<file path="src/rtl/fetch_pkg.sv">
// Shared types for the fetch path: RAM address width, address type and the
// address-sequencer state encoding.
package fetch_pkg;

    localparam int FETCH_A_S = 8;

    typedef logic [FETCH_A_S-1:0] fetch_addr_t;

    typedef enum logic {
        FAG_IDLE  = 1'b0,
        FAG_ISSUE = 1'b1
    } fag_state_e;

endpackage

</file>
<file path="src/rtl/fetch_addr_gen_if.sv">
// Command and address-stream signals of the burst address sequencer.
// Handshakes: a transfer happens in any cycle where valid and ready are both 1;
// once valid is raised it holds, with its payload stable, until that transfer.
interface fetch_addr_gen_if #(
    parameter int A_S = 8
);
    logic           cmd_vld;
    logic [A_S-1:0] cmd_base;
    logic [7:0]     cmd_len;
    logic           cmd_rdy;
    logic           m_vld;
    logic [A_S-1:0] m_cnt;
    logic           m_last;
    logic           m_rdy;
    logic           busy;
    logic           done;

    // Sequencer side: takes commands, drives the address stream.
    modport master (
        input  cmd_vld, cmd_base, cmd_len, m_rdy,
        output cmd_rdy, m_vld, m_cnt, m_last, busy, done
    );

    // Environment side: issues commands, consumes the address stream.
    modport slave (
        output cmd_vld, cmd_base, cmd_len, m_rdy,
        input  cmd_rdy, m_vld, m_cnt, m_last, busy, done
    );
endinterface

</file>
<file path="src/rtl/fetch_addr_gen.sv">
// Burst address sequencer: one (base, len) command at a time becomes len+1
// consecutive addresses, wrapping modulo 2^A_S, with a done pulse at the end.
module fetch_addr_gen
    import fetch_pkg::*;
#(
    parameter int A_S    = FETCH_A_S,
    parameter int STRIDE = 1
) (
    input  logic                   clk,
    input  logic                   rst,
    fetch_addr_gen_if.master       bus,
    output fag_state_e             dbg_state
);

    fag_state_e     state;
    logic           m_vld;
    logic [A_S-1:0] m_cnt;
    logic [7:0]     beats_left;
    logic           done;

    logic beat_hs;
    logic on_last;
    logic cmd_rdy;

    assign on_last = (beats_left == 8'd0);
    assign beat_hs = m_vld & bus.m_rdy;
    // Ready on the last-beat handshake lets the next burst follow with no bubble.
    assign cmd_rdy = (state == FAG_IDLE) | (beat_hs & on_last);

    always_ff @(posedge clk) begin
        if (rst) begin
            state      <= FAG_IDLE;
            m_vld      <= 1'b0;
            m_cnt      <= '0;
            beats_left <= 8'd0;
            done       <= 1'b0;
        end else begin
            done <= 1'b0;
            case (state)
                FAG_IDLE: begin
                    if (bus.cmd_vld) begin
                        state      <= FAG_ISSUE;
                        m_vld      <= 1'b1;
                        m_cnt      <= bus.cmd_base;
                        beats_left <= bus.cmd_len;
                    end
                end
                FAG_ISSUE: begin
                    if (beat_hs) begin
                        if (!on_last) begin
                            m_cnt      <= m_cnt + A_S'(STRIDE);
                            beats_left <= beats_left - 8'd1;
                        end else begin
                            done <= 1'b1;
                            if (bus.cmd_vld) begin
                                m_cnt      <= bus.cmd_base;
                                beats_left <= bus.cmd_len;
                            end else begin
                                state <= FAG_IDLE;
                                m_vld <= 1'b0;
                            end
                        end
                    end
                end
                default: begin
                    state <= FAG_IDLE;
                    m_vld <= 1'b0;
                end
            endcase
        end
    end

    assign bus.cmd_rdy = cmd_rdy;
    assign bus.m_vld   = m_vld;
    assign bus.m_cnt   = m_cnt;
    assign bus.m_last  = m_vld & on_last;
    assign bus.busy    = (state == FAG_ISSUE);
    assign bus.done    = done;
    assign dbg_state   = state;

endmodule

</file>
<file path="src/flat_wrapper.sv">
// flat-port wrapper written by rule: the top's interface ports become plain ports
module fetch_addr_gen_flat import fetch_pkg::*;
#(
    parameter int A_S    = FETCH_A_S,
    parameter int STRIDE = 1
)
  (clk, rst, dbg_state, bus_cmd_vld, bus_cmd_base, bus_cmd_len, bus_m_rdy, bus_cmd_rdy, bus_m_vld, bus_m_cnt, bus_m_last, bus_busy, bus_done);
  fetch_addr_gen_if #(.A_S(A_S)) bus_i ();
  input  logic clk;
  input  logic rst;
  output fag_state_e dbg_state;
  input wire logic [$bits(bus_i.cmd_vld)-1:0] bus_cmd_vld;
  input wire logic [$bits(bus_i.cmd_base)-1:0] bus_cmd_base;
  input wire logic [$bits(bus_i.cmd_len)-1:0] bus_cmd_len;
  input wire logic [$bits(bus_i.m_rdy)-1:0] bus_m_rdy;
  output wire logic [$bits(bus_i.cmd_rdy)-1:0] bus_cmd_rdy;
  output wire logic [$bits(bus_i.m_vld)-1:0] bus_m_vld;
  output wire logic [$bits(bus_i.m_cnt)-1:0] bus_m_cnt;
  output wire logic [$bits(bus_i.m_last)-1:0] bus_m_last;
  output wire logic [$bits(bus_i.busy)-1:0] bus_busy;
  output wire logic [$bits(bus_i.done)-1:0] bus_done;
  assign bus_i.cmd_vld = bus_cmd_vld;
  assign bus_i.cmd_base = bus_cmd_base;
  assign bus_i.cmd_len = bus_cmd_len;
  assign bus_i.m_rdy = bus_m_rdy;
  assign bus_cmd_rdy = bus_i.cmd_rdy;
  assign bus_m_vld = bus_i.m_vld;
  assign bus_m_cnt = bus_i.m_cnt;
  assign bus_m_last = bus_i.m_last;
  assign bus_busy = bus_i.busy;
  assign bus_done = bus_i.done;
  fetch_addr_gen #(.A_S(A_S), .STRIDE(STRIDE)) u_core (.clk(clk), .rst(rst), .bus(bus_i), .dbg_state(dbg_state));
endmodule
</file>
<file path="config.mk">
export PLATFORM = sky130hd
export DESIGN_NAME = fetch_addr_gen_flat
export DESIGN_NICKNAME = d
export VERILOG_FILES = /design/src/rtl/fetch_pkg.sv /design/src/rtl/fetch_addr_gen_if.sv /design/src/rtl/fetch_addr_gen.sv /design/src/flat_wrapper.sv
export SDC_FILE = /design/constraint.sdc
export NUM_CORES = 1
export LEC_CHECK = 0
export ABC_AREA = 0
export CAP_MARGIN = 25
export CELL_PAD_IN_SITES_DETAIL_PLACEMENT = 0
export CELL_PAD_IN_SITES_GLOBAL_PLACEMENT = 1
export CORE_UTILIZATION = 30
export CTS_CLUSTER_SIZE = 28
export DETAILED_ROUTE_END_ITERATION = 16
export DONT_BUFFER_PORTS = 1
export GPL_TIMING_DRIVEN = 0
export PLACE_DENSITY = 0.67
export SYNTH_ARGS = -nofsm -noshare
export SYNTH_HDL_FRONTEND = slang
export SYNTH_SLANG_ARGS = --single-unit
</file>
<file path="constraint.sdc">
create_clock -name clk -period 2.3 [get_ports clk]
set_input_delay 0.575 -clock clk [delete_from_list [all_inputs] [get_ports clk]]
set_output_delay 0.575 -clock clk [all_outputs]
set_load 0.05 [all_outputs]
</file>
# Yosys cells after proc, flatten, opt, wreduce, memory -nomap -nowiden

Index checks and enable logic that the tools add are counted.

Bits in registers: 19
Output and inout bits: 14
Logic and storage cells: 38

Add/sub/neg operators: 2
Equality and inequality tests: 4
Muxes and demuxes: 18
Bitwise operators: 6
Reductions and logical operators: 3

Operator list:

| kind                                              | number |
|---|---|
| 2-to-1 mux 8 bit                                  | 6 |
| one-hot mux 8 bit (2 select lines)                | 2 |
| adder 8 x 1 -> 8 bit (second input constant)      | 1 |
| zero test 8 bit                                   | 1 |
| 2-to-1 mux 1 bit                                  | 8 |
| inequality test 2 bit (second input constant)     | 4 |
| subtractor 8 x 1 -> 8 bit (second input constant) | 1 |
| one-hot mux 1 bit (2 select lines)                | 2 |
| AND reduction 4 bit                               | 1 |
| AND 1 bit                                         | 3 |
| OR reduction 3 bit                                | 1 |
| NOT 1 bit                                         | 2 |
| bitwise OR 1 bit                                  | 1 |

# Logic depth before layout (Yosys ltp)

Gate-level depths: netlist (run 1).

Depth in word-level cells: 4
Gate-level depth with buffers: 8

# Least setup slack after synthesis (run 1)

Ideal clock, no wire load.

Kind: flip-flop to output port
From: reg u_core.beats_left[2]
To: out bus_cmd_rdy
Arrival: 1.888 ns
Data required time: 1.725 ns
Path slack: -0.163 ns
Cell stages (with the launch flop): 5
Buffers on the path: 0
Cell sequence: dfxtp_1 -> or4_4 -> nor3_2 -> nor2_1 -> nor2_1

Word-level cells in the longest chain between the ends: 3

RTL lines:

| item                   | RTL line             | RTL |
|---|---|---|
| from (decl)            | fetch_addr_gen.sv:18 | `logic [7:0] beats_left;` |
| from (signal assigned) | fetch_addr_gen.sv:45 | `beats_left <= bus.cmd_len;` |
| from (signal assigned) | fetch_addr_gen.sv:52 | `beats_left <= beats_left - 8'd1;` |
| from (signal assigned) | fetch_addr_gen.sv:57 | `beats_left <= bus.cmd_len;` |
| zero test 8 bit        | fetch_addr_gen.sv:25 | `assign on_last = (beats_left == 8'd0);` |
| AND 1 bit              | fetch_addr_gen.sv:28 | `assign cmd_rdy = (state == FAG_IDLE) \| (beat_hs & on_last);` |
| bitwise OR 1 bit       | fetch_addr_gen.sv:28 |  |
| to (decl)              | flat_wrapper.sv:16   | `output wire logic [$bits(bus_i.cmd_rdy)-1:0] bus_cmd_rdy;` |

Every way passes these cells.

# Worst setup path after layout (run 1)

From: reg u_core.beats_left[3]
To: out bus_m_last

Word-level cells in the longest chain between the ends: 2

RTL lines:

| item            | RTL line             | RTL |
|---|---|---|
| zero test 8 bit | fetch_addr_gen.sv:25 |  |
| AND 1 bit       | fetch_addr_gen.sv:76 | `assign bus.m_last = m_vld & on_last;` |
| to (decl)       | flat_wrapper.sv:19   | `output wire logic [$bits(bus_i.m_last)-1:0] bus_m_last;` |

Every way passes these cells.

==> results of run 1 <==
-- report_power, final --
group          internal, mW  switching (mW)  leakage, nW
Combinational         0.248           0.351        0.356
Sequential            0.381           0.153        0.158
Clock                 0.123           0.122       0.0228
-- sequential cells by signal, indices dropped and copies added, names as in the netlist --
name / flops
u_core.bus.busy: 1
u_core.bus.m_vld: 1
u_core.bus.m_cnt: 8
u_core.beats_left: 8
u_core.bus.done: 1
-- layer usage --
layer | up-vias | share of wire (%) | track usage [%]
li1 | 636 | - | -
met1 | 621 | 43 | 25.6
met2 | 41 | 50 | 30.9
met3 | 2 | 6.6 | 5.14
met4 | 0 | 0.30 | 4.79
met5 | - | 0 | 0
-- cell usage in the layout (no fill, tap or decap), drive strengths merged, types with 2 or more instances in the layout --
cell type and count:
dfxtp 19, nand2 15, a21oi 14, nor2 13, buf 12, a31oi 8
clkbuf 8, o21ai 8, nand3 7, a22oi 6, inv 5, mux2i 5
nor4 5, mux2 4, a211oi 3, o22ai 3, or3 3, or4 3
ha 3, and3 2, nor4b 2, nand3b 2, o2bb2ai 2, a311oi 2
nand2b 2, o31ai 2, or2 2
-- final timing paths --
path | start | endpoint | slack, ps | cells past startpoint
setup / recovery | u_core.beats_left[3] | bus_m_last | -80 | 4
hold reg to reg | u_core.beats_left[2] | u_core.beats_left[2] | 560 | 2
setup reg to reg | u_core.beats_left[3] | u_core.beats_left[7] | 150 | 6
hold / removal | bus_cmd_base[5] | u_core.bus.m_cnt[5] | 490 | 2
-- what timing repair did --
| item | in CTS | in global routing |
|---|---|---|
| pin swaps | 4 | 4 |
| gates resized for setup | 16 | 5 |
| endpoints found under the setup margin | 5 | 4 |
| hold buffers | 0 | 0 |
| setup buffers | 5 | 1 |
-- synth_stat cells --
cell	instances
sky130_fd_sc_hd__nor3_2	1
sky130_fd_sc_hd__or4_4	1
sky130_fd_sc_hd__o22ai_1	3
sky130_fd_sc_hd__and4_1	1
sky130_fd_sc_hd__mux2i_1	5
sky130_fd_sc_hd__and3_1	2
sky130_fd_sc_hd__a31oi_1	8
sky130_fd_sc_hd__buf_4	2
sky130_fd_sc_hd__buf_1	1
sky130_fd_sc_hd__o21ai_1	4
sky130_fd_sc_hd__o2bb2ai_1	2
sky130_fd_sc_hd__a41o_1	1
sky130_fd_sc_hd__or2_1	1
sky130_fd_sc_hd__nand4_1	1
sky130_fd_sc_hd__a22oi_1	6
sky130_fd_sc_hd__a21oi_1	14
sky130_fd_sc_hd__a211oi_1	3
sky130_fd_sc_hd__or3_1	2
sky130_fd_sc_hd__xnor2_1	1
sky130_fd_sc_hd__o21ai_0	4
sky130_fd_sc_hd__nand3_1	7
sky130_fd_sc_hd__nand2_1	15
sky130_fd_sc_hd__a32oi_1	1
sky130_fd_sc_hd__a21bo_2	1
sky130_fd_sc_hd__nor4b_1	2
sky130_fd_sc_hd__o311ai_0	1
sky130_fd_sc_hd__a311oi_1	2
sky130_fd_sc_hd__buf_2	2
sky130_fd_sc_hd__o21bai_1	1
sky130_fd_sc_hd__or4_1	2
sky130_fd_sc_hd__inv_1	5
sky130_fd_sc_hd__nand3b_1	2
sky130_fd_sc_hd__and2_1	1
sky130_fd_sc_hd__dfxtp_1	19
sky130_fd_sc_hd__o31ai_1	1
sky130_fd_sc_hd__ha_1	3
sky130_fd_sc_hd__or2_2	1
sky130_fd_sc_hd__o211ai_1	1
sky130_fd_sc_hd__nor4_1	5
sky130_fd_sc_hd__nor2_1	13
sky130_fd_sc_hd__nand2b_1	2
sky130_fd_sc_hd__clkbuf_1	5
sky130_fd_sc_hd__o31ai_4	1
sky130_fd_sc_hd__or3_2	1
sky130_fd_sc_hd__mux2_2	4
-- metrics by stage --
step | utilization (%) | setup WS (ps) | cells | setup TNS [ps] | hold WS [ps]
after floorplan | - | 71.4 | 161 | 0 | 496
after global placement | 33.2 | -310 | 211 | -366 | 525
after detailed placement | 33.2 | -345 | 211 | -499 | 550
after CTS | 36.4 | -43.4 | 220 | -54.6 | 485
after global routing | 36.7 | -142 | 221 | -271 | 511
final | 36.7 | -75.4 | 221 | -147 | 491
-- layout make-up --
cell class / instances / area [um2] / share of cell area [%]
Inverter: 5 / 18.8 / 1.27
Buffer: 10 / 56.3 / 3.81
Timing Repair Buffer: 6 / 45.0 / 3.05
Sequential cell: 19 / 389 / 26.3
Multi-Input combinational cell: 127 / 861 / 58.3
Clock buffer: 4 / 45.0 / 3.05
Tap cell: 50 / 62.6 / 4.23
-- logic make-up (layout without fill, tap and decap cells) --
group	count (synthesis)	in the layout	share of synthesized area, %
adders and majority gates	3	3	2.96
buffers and inverters	15	25	5.22
xor gates and xnor gates	1	1	0.690
muxes	9	9	7.49
and+or+nand+nor	60	60	25.1
AOI/OAI and AO/OA	54	54	28.6
DFF	19	19	30.0
==> metrics.txt, run 1 <==
# TYPE chip_impl_metric gauge
chip_impl_metric{name="synthesis.nets",unit=""} 184
chip_impl_metric{name="worstMarginPinSlew",unit="ps"} 692
chip_impl_metric{name="vias",unit=""} 1300
chip_impl_metric{name="numCtsBuffers",unit=""} 3
chip_impl_metric{name="seq_area_frac_synth",unit="%"} 30.0
chip_impl_info{name="outcome",value="complete, but fails checks"} 1
chip_impl_info{name="timing.critical_path.from_type",value="flip-flop"} 1
chip_impl_metric{name="vdd_ir_drop_max",unit="uV"} 407
chip_impl_metric{name="post_synth_inst_count",unit=""} 161
chip_impl_info{name="cp_delay_by_family_top",value="simple AND/OR/NAND/NOR gates"} 1
chip_impl_info{name="crit_type",value="reg -> out"} 1
chip_impl_metric{name="synth-warning-count",unit=""} 0
chip_impl_metric{name="cpPeakStageDelay",unit="ps"} 540
chip_impl_metric{name="drt.antenna.violating_nets",unit=""} 0
chip_impl_metric{name="grt_first_pass_wirelength",unit="um"} 6390
chip_impl_info{name="cts_root_buffer",value="sky130_fd_sc_hd__clkbuf_8"} 1
chip_impl_metric{name="final-max-slew-violation-count",unit=""} 0
chip_impl_metric{name="timing.slew.headroom",unit="%"} 53.8
chip_impl_metric{name="core_area",unit="mm2"} 0.00403
chip_impl_metric{name="route.detailed.vias_per_inst",unit=""} 5.88
chip_impl_metric{name="clockBufferDepth",unit=""} 2
chip_impl_metric{name="die_x",unit="um"} 67.1
chip_impl_info{name="setup_repair_after_global_routing_missed_its_margin",value="yes"} 1
chip_impl_metric{name="synth_top_area_share",unit="%"} 30.0
chip_impl_metric{name="wl_per_cell",unit="um"} 18.0
chip_impl_metric{name="timing.clock.skew",unit="ps"} 2.35
chip_impl_metric{name="start_util",unit="%"} 31.5
chip_impl_metric{name="leakage_power",unit="nW"} 0.537
chip_impl_metric{name="timing.critical_path.arrival",unit="ps"} 1800
chip_impl_metric{name="htree_levels",unit=""} 1
chip_impl_metric{name="largest_net_degree_at_the_start_of_global_routing",unit=""} 11
chip_impl_metric{name="boundary_pins",unit=""} 34
chip_impl_metric{name="gp_congestion",unit=""} 0.786
chip_impl_metric{name="drt_pre_antenna_iters",unit=""} 4
chip_impl_info{name="tritoncts",value="done"} 1
chip_impl_metric{name="flow.area_growth_from_synthesis",unit="%"} 16.4
chip_impl_info{name="crit_path_end_kind",value="output pin"} 1
chip_impl_metric{name="antennaDiodeCount",unit=""} 0
chip_impl_metric{name="floorplan.rows",unit=""} 23
chip_impl_metric{name="drt-initial-drc-count",unit=""} 108
chip_impl_metric{name="power.density",unit="mW/mm2"} 932
chip_impl_metric{name="number_of_antenna_violations_at_the_first_check_in_global_routing",unit=""} 0
chip_impl_metric{name="max_cap_viol_count",unit=""} 0
chip_impl_metric{name="die_area",unit="mm2"} 0.00450
chip_impl_info{name="worstPathCellList",value="or4_4 -> nor3_4 -> buf_6 -> and2_4"} 1
chip_impl_metric{name="detailed_place.area",unit="mm2"} 0.00134
chip_impl_info{name="crit_path_top_delay_cell",value="sky130_fd_sc_hd__or4_4"} 1
chip_impl_info{name="worstHoldPathType",value="in -> reg"} 1
chip_impl_info{name="synth_area_leader_cell",value="sky130_fd_sc_hd__dfxtp_1"} 1
chip_impl_metric{name="timing_hold_violations_final",unit=""} 0
chip_impl_metric{name="first_global_vias",unit=""} 1258
chip_impl_metric{name="post-route-period-util",unit="%"} 103
chip_impl_metric{name="post_route_cells_drive_above_1_share",unit="%"} 21.1
chip_impl_metric{name="final_period_minus_worst_setup_slack",unit="ps"} 2380
chip_impl_info{name="synth_area_leaders",value="sky130_fd_sc_hd__dfxtp_1 (30%), sky130_fd_sc_hd__a21oi_1 (5.5%), sky130_fd_sc_hd__nand2_1 (4.4%)"} 1
chip_impl_metric{name="total_power",unit="mW"} 1.38
chip_impl_metric{name="synth.lib_cells_used.distinct",unit=""} 45
chip_impl_metric{name="port_buffers",unit=""} 0
chip_impl_metric{name="fmax",unit="MHz"} 421
chip_impl_metric{name="synth_area",unit="mm2"} 0.00127
chip_impl_metric{name="postLayoutSetupSlackWorst",unit="ps"} -75.4
chip_impl_metric{name="timing.final.setup_violations",unit=""} 2
chip_impl_metric{name="synth_area_per_cell",unit="um2"} 7.89
chip_impl_metric{name="drc",unit=""} 0
chip_impl_metric{name="crit_path_max_fanout",unit=""} 3
chip_impl_metric{name="final_area",unit="mm2"} 0.00148
chip_impl_metric{name="clock_latency_of_the_later_clocked_register_in_the_worst_skew_pair",unit="ps"} 260
chip_impl_metric{name="critPathRequiredTime",unit="ps"} 1730
chip_impl_metric{name="cts.reportedPaths.clkPinSlew",unit="ps"} 80
chip_impl_metric{name="detailedPlacementHpwl",unit="um"} 2790
chip_impl_metric{name="die_height",unit="um"} 67.1
chip_impl_metric{name="global_route.usage.total",unit="%"} 19.4
chip_impl_metric{name="synth-seq-cells",unit=""} 19
chip_impl_metric{name="nFillCells",unit=""} 448
chip_impl_metric{name="final_wirelength",unit="um"} 3970
chip_impl_metric{name="critical_path_buf_inv_count",unit=""} 1
chip_impl_metric{name="cts_num_sinks",unit=""} 19
chip_impl_metric{name="layout.nets",unit=""} 195
chip_impl_info{name="failed_checks",value="setup timing"} 1
chip_impl_metric{name="grt-ovfl-total",unit=""} 0
(Power assumes the default switching activity.)
==> run 2: changes to the inputs <==
--- a/config.mk
+++ b/config.mk
@@ -9,6 +9,7 @@
 export CAP_MARGIN = 25
 export CELL_PAD_IN_SITES_DETAIL_PLACEMENT = 0
 export CELL_PAD_IN_SITES_GLOBAL_PLACEMENT = 1
+export CORE_MARGIN = 5
 export CORE_UTILIZATION = 30
 export CTS_CLUSTER_SIZE = 28
 export DETAILED_ROUTE_END_ITERATION = 16
@@ -18,3 +19,4 @@
 export SYNTH_ARGS = -nofsm -noshare
 export SYNTH_HDL_FRONTEND = slang
 export SYNTH_SLANG_ARGS = --single-unit
+export TNS_END_PERCENT = 10
==> run 2 against run 1 <==
  * The flow still finishes with violations (setup timing)
  * Combinational power increased by 0.7%
  * Non-clock buffer count shrank 1
  * Sequential share of layout area decreased by 0.15 points
  * Core utilization is 0.17 points lower
  * Cell area grew 0.25%
  * First-iteration DRC count decreased by 47%
  * Count of clock-buffer cells in the layout is 1 lower
  * Global-route usage is 4.3 points lower
  * Die area rose by 25%
  * Clock skew increased by 4.9 ps
  * Critical path type unchanged
==> metrics.txt, run 2 (synthesis gave the netlist of run 1 again) <==
# TYPE chip_impl_metric gauge
chip_impl_info{name="outcome",value="complete, but fails checks"} 1
chip_impl_info{name="failed_checks",value="setup timing"} 1
chip_impl_info{name="crit_path_top_delay_cell",value="sky130_fd_sc_hd__or4_4"} 1
chip_impl_metric{name="grt-ovfl-total",unit=""} 0
chip_impl_info{name="cp_delay_by_family_top",value="simple AND/OR/NAND/NOR gates"} 1
chip_impl_metric{name="route.detailed.vias_per_inst",unit=""} 5.90
chip_impl_metric{name="post-route-period-util",unit="%"} 101
chip_impl_metric{name="placedCellCount",unit=""} 211
chip_impl_metric{name="wl_per_cell",unit="um"} 18.8
chip_impl_info{name="setup_repair_after_global_routing_missed_its_margin",value="yes"} 1
chip_impl_metric{name="total_power",unit="mW"} 1.38
chip_impl_metric{name="critPathRequiredTime",unit="ps"} 1730
chip_impl_info{name="cts_root_buffer",value="sky130_fd_sc_hd__clkbuf_8"} 1
chip_impl_metric{name="layout.nets",unit=""} 194
chip_impl_metric{name="setup-tns-final",unit="ps"} -17.3
chip_impl_metric{name="r2r_setup_slack",unit="ps"} 130
chip_impl_metric{name="cts_num_sinks",unit=""} 19
chip_impl_info{name="crit_type",value="reg -> out"} 1
chip_impl_info{name="worstHoldPathType",value="in -> reg"} 1
chip_impl_info{name="mostFrequentLayoutCell",value="sky130_fd_sc_hd__nand2_1"} 1
chip_impl_info{name="layout.cells.most_common_list",value="sky130_fd_sc_hd__nand2_1 (15), sky130_fd_sc_hd__a21oi_1 (13), sky130_fd_sc_hd__dfxtp_1 (13)"} 1
chip_impl_metric{name="worstMarginPinSlew",unit="ps"} 703
chip_impl_metric{name="timing.slew.headroom",unit="%"} 53.1
chip_impl_metric{name="cts.reportedPaths.clkPinSlew",unit="ps"} 70
chip_impl_metric{name="die_height",unit="um"} 75.1
chip_impl_metric{name="r2r.worst_path.cells",unit=""} 6
chip_impl_metric{name="global_route.usage.total",unit="%"} 15.2
chip_impl_metric{name="timing.clock.skew",unit="ps"} 7.24
chip_impl_metric{name="flow.area_growth_from_synthesis",unit="%"} 16.7
chip_impl_metric{name="grt_first_pass_wirelength",unit="um"} 6480
chip_impl_metric{name="power.share.sequential",unit="%"} 38.8
chip_impl_metric{name="drt-initial-drc-count",unit=""} 57
chip_impl_metric{name="gp_congestion",unit=""} 0.798
chip_impl_metric{name="stdcell_count",unit=""} 220
chip_impl_metric{name="htree_levels",unit=""} 1
chip_impl_metric{name="nFillCells",unit=""} 430
chip_impl_metric{name="final_area",unit="mm2"} 0.00148
chip_impl_info{name="timing.critical_path.from_type",value="flip-flop"} 1
chip_impl_metric{name="critical_path_depth",unit=""} 4
chip_impl_metric{name="core_area",unit="mm2"} 0.00406
chip_impl_metric{name="detailedPlacementHpwl",unit="um"} 2940
chip_impl_metric{name="numCtsBuffers",unit=""} 3
chip_impl_metric{name="timing.final.setup_violations",unit=""} 2
chip_impl_metric{name="timing.critical_path.arrival",unit="ps"} 1740
chip_impl_info{name="cp_common_cell",value="sky130_fd_sc_hd__nor2_4"} 1
chip_impl_metric{name="max_cap_viol_count",unit=""} 0
chip_impl_info{name="worstPathCellList",value="or4_4 -> nor3_4 -> nor2_4 -> nor2_4"} 1
chip_impl_info{name="worst_r2r_endpoint",value="u_core.bus.m_cnt[0]"} 1
chip_impl_metric{name="die_area",unit="mm2"} 0.00563
chip_impl_metric{name="final_core_util",unit="%"} 36.5
chip_impl_metric{name="antennaDiodeCount",unit=""} 0
chip_impl_metric{name="share_comb_of_total_power",unit="%"} 43.7
chip_impl_metric{name="drt.antenna.violating_nets",unit=""} 0
chip_impl_metric{name="drt_pre_antenna_iters",unit=""} 4
chip_impl_metric{name="p_sw_share",unit="%"} 45.4
chip_impl_metric{name="power_frac_clock",unit="%"} 17.5
chip_impl_metric{name="die_x",unit="um"} 75.1
chip_impl_info{name="tritoncts",value="done"} 1
chip_impl_metric{name="vias",unit=""} 1298
chip_impl_metric{name="cpPeakStageDelay",unit="ps"} 550
chip_impl_metric{name="port_buffers",unit=""} 0
chip_impl_metric{name="start_util",unit="%"} 31.3
chip_impl_metric{name="boundary_pins",unit=""} 34
chip_impl_metric{name="number_of_antenna_violations_at_the_first_check_in_global_routing",unit=""} 0
chip_impl_metric{name="fmax",unit="MHz"} 432
chip_impl_metric{name="p_switching",unit="uW"} 627
chip_impl_metric{name="final_period_minus_worst_setup_slack",unit="ps"} 2310
chip_impl_info{name="cp-startpoint",value="u_core.beats_left[2]"} 1
chip_impl_metric{name="vdd_ir_drop_max",unit="uV"} 501
chip_impl_metric{name="clock_latency_of_the_later_clocked_register_in_the_worst_skew_pair",unit="ps"} 260
chip_impl_metric{name="detailed_place.area",unit="mm2"} 0.00134
chip_impl_info{name="largest_registers_ranked_by_flip_flop_count",value="u_core.beats_left: 8 flops, u_core.bus.m_cnt: 8 flops"} 1
chip_impl_metric{name="power_report.internal_total",unit="uW"} 753
chip_impl_info{name="crit_path_end_kind",value="output pin"} 1
chip_impl_metric{name="final_wirelength",unit="um"} 4130
chip_impl_metric{name="postLayoutSetupSlackWorst",unit="ps"} -13.7
chip_impl_metric{name="critical_path_buf_inv_count",unit=""} 0
chip_impl_metric{name="largest_net_degree_at_the_start_of_global_routing",unit=""} 12
chip_impl_metric{name="timing_hold_violations_final",unit=""} 0
chip_impl_info{name="worstReg2RegStart",value="u_core.beats_left[2]"} 1
chip_impl_info{name="worst_setup_path_endpoint",value="bus_cmd_rdy"} 1
chip_impl_metric{name="final-max-slew-violation-count",unit=""} 0
chip_impl_metric{name="post_route_cells_drive_above_1_share",unit="%"} 21.2
chip_impl_metric{name="drc",unit=""} 0
chip_impl_metric{name="floorplan.rows",unit=""} 23
chip_impl_metric{name="power.density",unit="mW/mm2"} 932
chip_impl_metric{name="crit_path_max_fanout",unit=""} 3
chip_impl_metric{name="clockBufferDepth",unit=""} 2
chip_impl_metric{name="leakage_power",unit="nW"} 0.535
chip_impl_metric{name="first_global_vias",unit=""} 1259
-- run 2: changes by cell type in the layout (fill, tap and decap cells not counted), sizes merged --
cell,delta
buf,-2
clkinv,+1
-- run 2: layout make-up --
type	instances	area, um2	area share [%]
Multi-Input combinational cell	127	871	58.8
Sequential cell	19	388	26.2
Tap cell	50	62.6	4.22
Buffer	10	57.6	3.89
Clock buffer	3	41.3	2.79
Timing Repair Buffer	5	37.5	2.53
Inverter	5	18.8	1.27
Clock inverter	1	5.00	0.338
-- run 2: power groups by stage --
stage | Combinational [mW] | Clock (mW) | Sequential [mW]
global placement | 0.475 | 0 | 0.538
global route | 0.660 | 0.261 | 0.546
CTS | 0.587 | 0.247 | 0.533
detailed placement | 0.483 | 0 | 0.540
finish | 0.603 | 0.242 | 0.536
floorplan | 0.386 | 0 | 0.517
-- run 2: through the flow --
| stage | setup WS [ps] | hold WS (ps) |
|---|---|---|
| floorplan | -21.5 | 496 |
| global placement | -328 | 520 |
| detailed placement | -352 | 536 |
| CTS | -24.6 | 501 |
| global route | -91.4 | 496 |
| finish | -13.7 | 505 |
-- run 2: per-layer routing --
| layer | vias up | wire length, um | global-route usage (%) |
|---|---|---|---|
| met3 | 2 | 260 | 3.87 |
| li1 | 633 | - | - |
| met1 | 631 | 1900 | 20.3 |
| met4 | 0 | 20 | 2.96 |
| met2 | 32 | 1940 | 24.8 |
| met5 | - | 0 | 0 |
-- run 2: how the worst min path moves through the flow --
stage                         start                    to  slack (ps)  depth (start not counted)
3_3_place_gp   u_core.beats_left[2]  u_core.beats_left[2]         520                          2
2_1_floorplan  u_core.beats_left[2]  u_core.beats_left[2]         500                          2
5_1_grt             bus_cmd_base[5]   u_core.bus.m_cnt[5]         500                          2
4_1_cts             bus_cmd_base[5]   u_core.bus.m_cnt[5]         500                          2
6_report            bus_cmd_base[5]   u_core.bus.m_cnt[5]         500                          2
3_5_place_dp   u_core.beats_left[2]  u_core.beats_left[2]         540                          2
-- run 2: timing repair --
item                       in CTS  in global routing
resized for setup              19                  2
hold buffers                    0                  0
setup buffers                   5                  0
setup endpoints to repair       5                  2
pin swaps                       4                  1
==> run 3: changes to the inputs <==
--- a/config.mk
+++ b/config.mk
@@ -9,6 +9,7 @@
 export CAP_MARGIN = 25
 export CELL_PAD_IN_SITES_DETAIL_PLACEMENT = 0
 export CELL_PAD_IN_SITES_GLOBAL_PLACEMENT = 1
+export CORE_ASPECT_RATIO = 1.1
 export CORE_MARGIN = 5
 export CORE_UTILIZATION = 30
 export CTS_CLUSTER_SIZE = 28
==> constraint.sdc (replaced) <==
create_clock -name clk -period 2.5 [get_ports clk]
set_input_delay 0.625 -clock clk [delete_from_list [all_inputs] [get_ports clk]]
set_output_delay 0.625 -clock clk [all_outputs]
set_load 0.05 [all_outputs]
==> run 3 against run 2 <==
  * The run now ends clean
  * Flip-flop and latch count unchanged
  * Sequential power down 7.8%
  * Total power down 9.6%
  * Critical path type unchanged
  * Critical endpoint is now bus_m_last
  * Largest cell class unchanged
  * Largest power group unchanged
==> metrics.txt, run 3 (synthesis gave the netlist of run 1 again) <==
# TYPE chip_impl_metric gauge
chip_impl_metric{name="stdcell_count",unit=""} 223
chip_impl_metric{name="post_route_cells_drive_above_1_share",unit="%"} 19.9
chip_impl_metric{name="setup-tns-final",unit="ps"} 0
chip_impl_metric{name="final_period_minus_worst_setup_slack",unit="ps"} 2440
chip_impl_metric{name="leakage_power",unit="nW"} 0.535
chip_impl_metric{name="timing.clock.skew",unit="ps"} 3.64
chip_impl_metric{name="layout.nets",unit=""} 195
chip_impl_info{name="worstReg2RegStart",value="u_core.beats_left[5]"} 1
chip_impl_metric{name="cts_hold_repair.buffers",unit=""} 0
chip_impl_metric{name="fmax",unit="MHz"} 410
chip_impl_metric{name="timing_hold_violations_final",unit=""} 0
chip_impl_info{name="crit_type",value="reg -> out"} 1
chip_impl_info{name="worstHoldPathType",value="in -> reg"} 1
chip_impl_metric{name="hold_ws",unit="ps"} 535
chip_impl_metric{name="boundary_pins",unit=""} 34
chip_impl_metric{name="cts_num_sinks",unit=""} 19
chip_impl_metric{name="global_route.usage.total",unit="%"} 14.4
chip_impl_metric{name="vdd_ir_drop_max",unit="uV"} 346
chip_impl_metric{name="worstMarginPinSlew",unit="ps"} 692
chip_impl_metric{name="floorplan.rows",unit=""} 24
chip_impl_metric{name="route.detailed.vias_per_inst",unit=""} 5.69
chip_impl_metric{name="flow.area_growth_from_synthesis",unit="%"} 15.7
chip_impl_metric{name="timing.slew.headroom",unit="%"} 53.8
chip_impl_metric{name="crit_path_max_fanout",unit=""} 5
chip_impl_metric{name="wl_per_cell",unit="um"} 17.7
chip_impl_info{name="cp-startpoint",value="u_core.beats_left[5]"} 1
chip_impl_metric{name="grt_first_pass_wirelength",unit="um"} 6470
chip_impl_metric{name="cts.reportedPaths.clkPinSlew",unit="ps"} 80
chip_impl_metric{name="clockBufferDepth",unit=""} 2
chip_impl_info{name="worst_setup_path_endpoint",value="bus_m_last"} 1
chip_impl_metric{name="antennaDiodeCount",unit=""} 0
chip_impl_metric{name="detailed_place.area",unit="mm2"} 0.00134
chip_impl_metric{name="postLayoutSetupSlackWorst",unit="ps"} 59.3
chip_impl_metric{name="first_global_vias",unit=""} 1271
chip_impl_metric{name="nFillCells",unit=""} 450
chip_impl_info{name="cts_root_buffer",value="sky130_fd_sc_hd__clkbuf_8"} 1
chip_impl_metric{name="final_core_util",unit="%"} 36.5
chip_impl_metric{name="r2r.worst_path.cells",unit=""} 6
chip_impl_metric{name="drt.antenna.violating_nets",unit=""} 0
chip_impl_metric{name="clock_latency_of_the_later_clocked_register_in_the_worst_skew_pair",unit="ps"} 260
chip_impl_info{name="worst_r2r_endpoint",value="u_core.bus.m_cnt[0]"} 1
chip_impl_metric{name="largest_net_degree_at_the_start_of_global_routing",unit=""} 12
chip_impl_metric{name="placedCellCount",unit=""} 213
chip_impl_metric{name="start_util",unit="%"} 31.6
chip_impl_info{name="largest_registers_ranked_by_flip_flop_count",value="u_core.beats_left: 8 flops, u_core.bus.m_cnt: 8 flops"} 1
chip_impl_metric{name="critPathRequiredTime",unit="ps"} 1880
chip_impl_metric{name="timing.critical_path.arrival",unit="ps"} 1820
chip_impl_info{name="timing.critical_path.from_type",value="flip-flop"} 1
chip_impl_info{name="layout.cells.most_common_list",value="sky130_fd_sc_hd__nand2_1 (15), sky130_fd_sc_hd__dfxtp_1 (15), sky130_fd_sc_hd__a21oi_1 (13)"} 1
chip_impl_metric{name="port_buffers",unit=""} 0
chip_impl_metric{name="total_power",unit="mW"} 1.25
chip_impl_metric{name="gp_congestion",unit=""} 0.805
chip_impl_metric{name="drt_pre_antenna_iters",unit=""} 4
chip_impl_metric{name="number_of_antenna_violations_at_the_first_check_in_global_routing",unit=""} 0
chip_impl_info{name="outcome",value="completed"} 1
chip_impl_metric{name="die_height",unit="um"} 78.2
chip_impl_metric{name="numCtsBuffers",unit=""} 3
chip_impl_metric{name="die_x",unit="um"} 72.0
chip_impl_metric{name="htree_levels",unit=""} 1
chip_impl_metric{name="drt-initial-drc-count",unit=""} 124
chip_impl_info{name="setup_repair_after_global_routing_missed_its_margin",value="yes"} 1
chip_impl_metric{name="power.density",unit="mW/mm2"} 850
chip_impl_metric{name="timing.final.setup_violations",unit=""} 0
chip_impl_metric{name="vias",unit=""} 1269
chip_impl_metric{name="dp_worst_slack",unit="ps"} -146
chip_impl_metric{name="drc",unit=""} 0
chip_impl_info{name="tritoncts",value="done"} 1
chip_impl_metric{name="r2r_setup_slack",unit="ps"} 360
chip_impl_metric{name="max_cap_viol_count",unit=""} 0
chip_impl_metric{name="detailedPlacementHpwl",unit="um"} 2870
chip_impl_metric{name="grt-ovfl-total",unit=""} 0
chip_impl_metric{name="final_area",unit="mm2"} 0.00147
chip_impl_metric{name="post-route-period-util",unit="%"} 97.6
chip_impl_metric{name="core_area",unit="mm2"} 0.00402
chip_impl_metric{name="final_wirelength",unit="um"} 3950
chip_impl_info{name="crit_path_end_kind",value="output pin"} 1
chip_impl_metric{name="final-max-slew-violation-count",unit=""} 0
chip_impl_metric{name="die_area",unit="mm2"} 0.00564
==> run 3: worst min path at each step <==
stage	startpoint	end	slack [ps]	cells after the start
2_1_floorplan	u_core.beats_left[2]	u_core.beats_left[2]	500	2
3_5_place_dp	u_core.beats_left[2]	u_core.beats_left[2]	540	2
6_report	bus_cmd_base[5]	u_core.bus.m_cnt[5]	540	2
4_1_cts	bus_cmd_base[5]	u_core.bus.m_cnt[5]	540	2
3_3_place_gp	u_core.beats_left[2]	u_core.beats_left[2]	530	2
5_1_grt	bus_cmd_base[5]	u_core.bus.m_cnt[5]	550	2
==> run 3: critical path, stage by stage (launching register included) <==
cell and delay, ps:
sky130_fd_sc_hd__dfxtp_2 330, sky130_fd_sc_hd__or4_4 570, sky130_fd_sc_hd__nor3_4 270, sky130_fd_sc_hd__buf_6 150
sky130_fd_sc_hd__and2_4 230
==> run 3: metal layers <==
metal	vias up	routed length (um)	global-route usage [%]
li1	633	-	-
met1	586	1770	19.3
met2	48	1850	23.8
met3	2	310	2.30
met4	0	21	3.95
met5	-	0	0
==> run 3: area by class of cell <==
cell class              count  area, um2  area share, %
well taps                  52       65.1           4.43
clock buffers               3       41.3           2.81
clock inverters             1       5.00          0.341
repair buffers              6       45.0           3.07
flip-flops and latches     19        385           26.2
plain buffers              10       55.1           3.75
multi-input cells         127        853           58.1
inverters                   5       18.8           1.28
==> run 3: timing repair <==
item | in CTS | in global routing
hold endpoints to repair | 0 | 0
setup endpoints to repair | 2 | 2
gates cloned | 0 | 0
pin swaps | 2 | 4
setup buffers | 0 | 6
gates resized for setup | 11 | 4
==> run 3: power by group <==
part	switching (mW)	internal (mW)	total [mW]
logic	0.309	0.224	0.533
clock network	0.110	0.111	0.221
registers	0.144	0.350	0.494
total	0.564	0.685	1.25
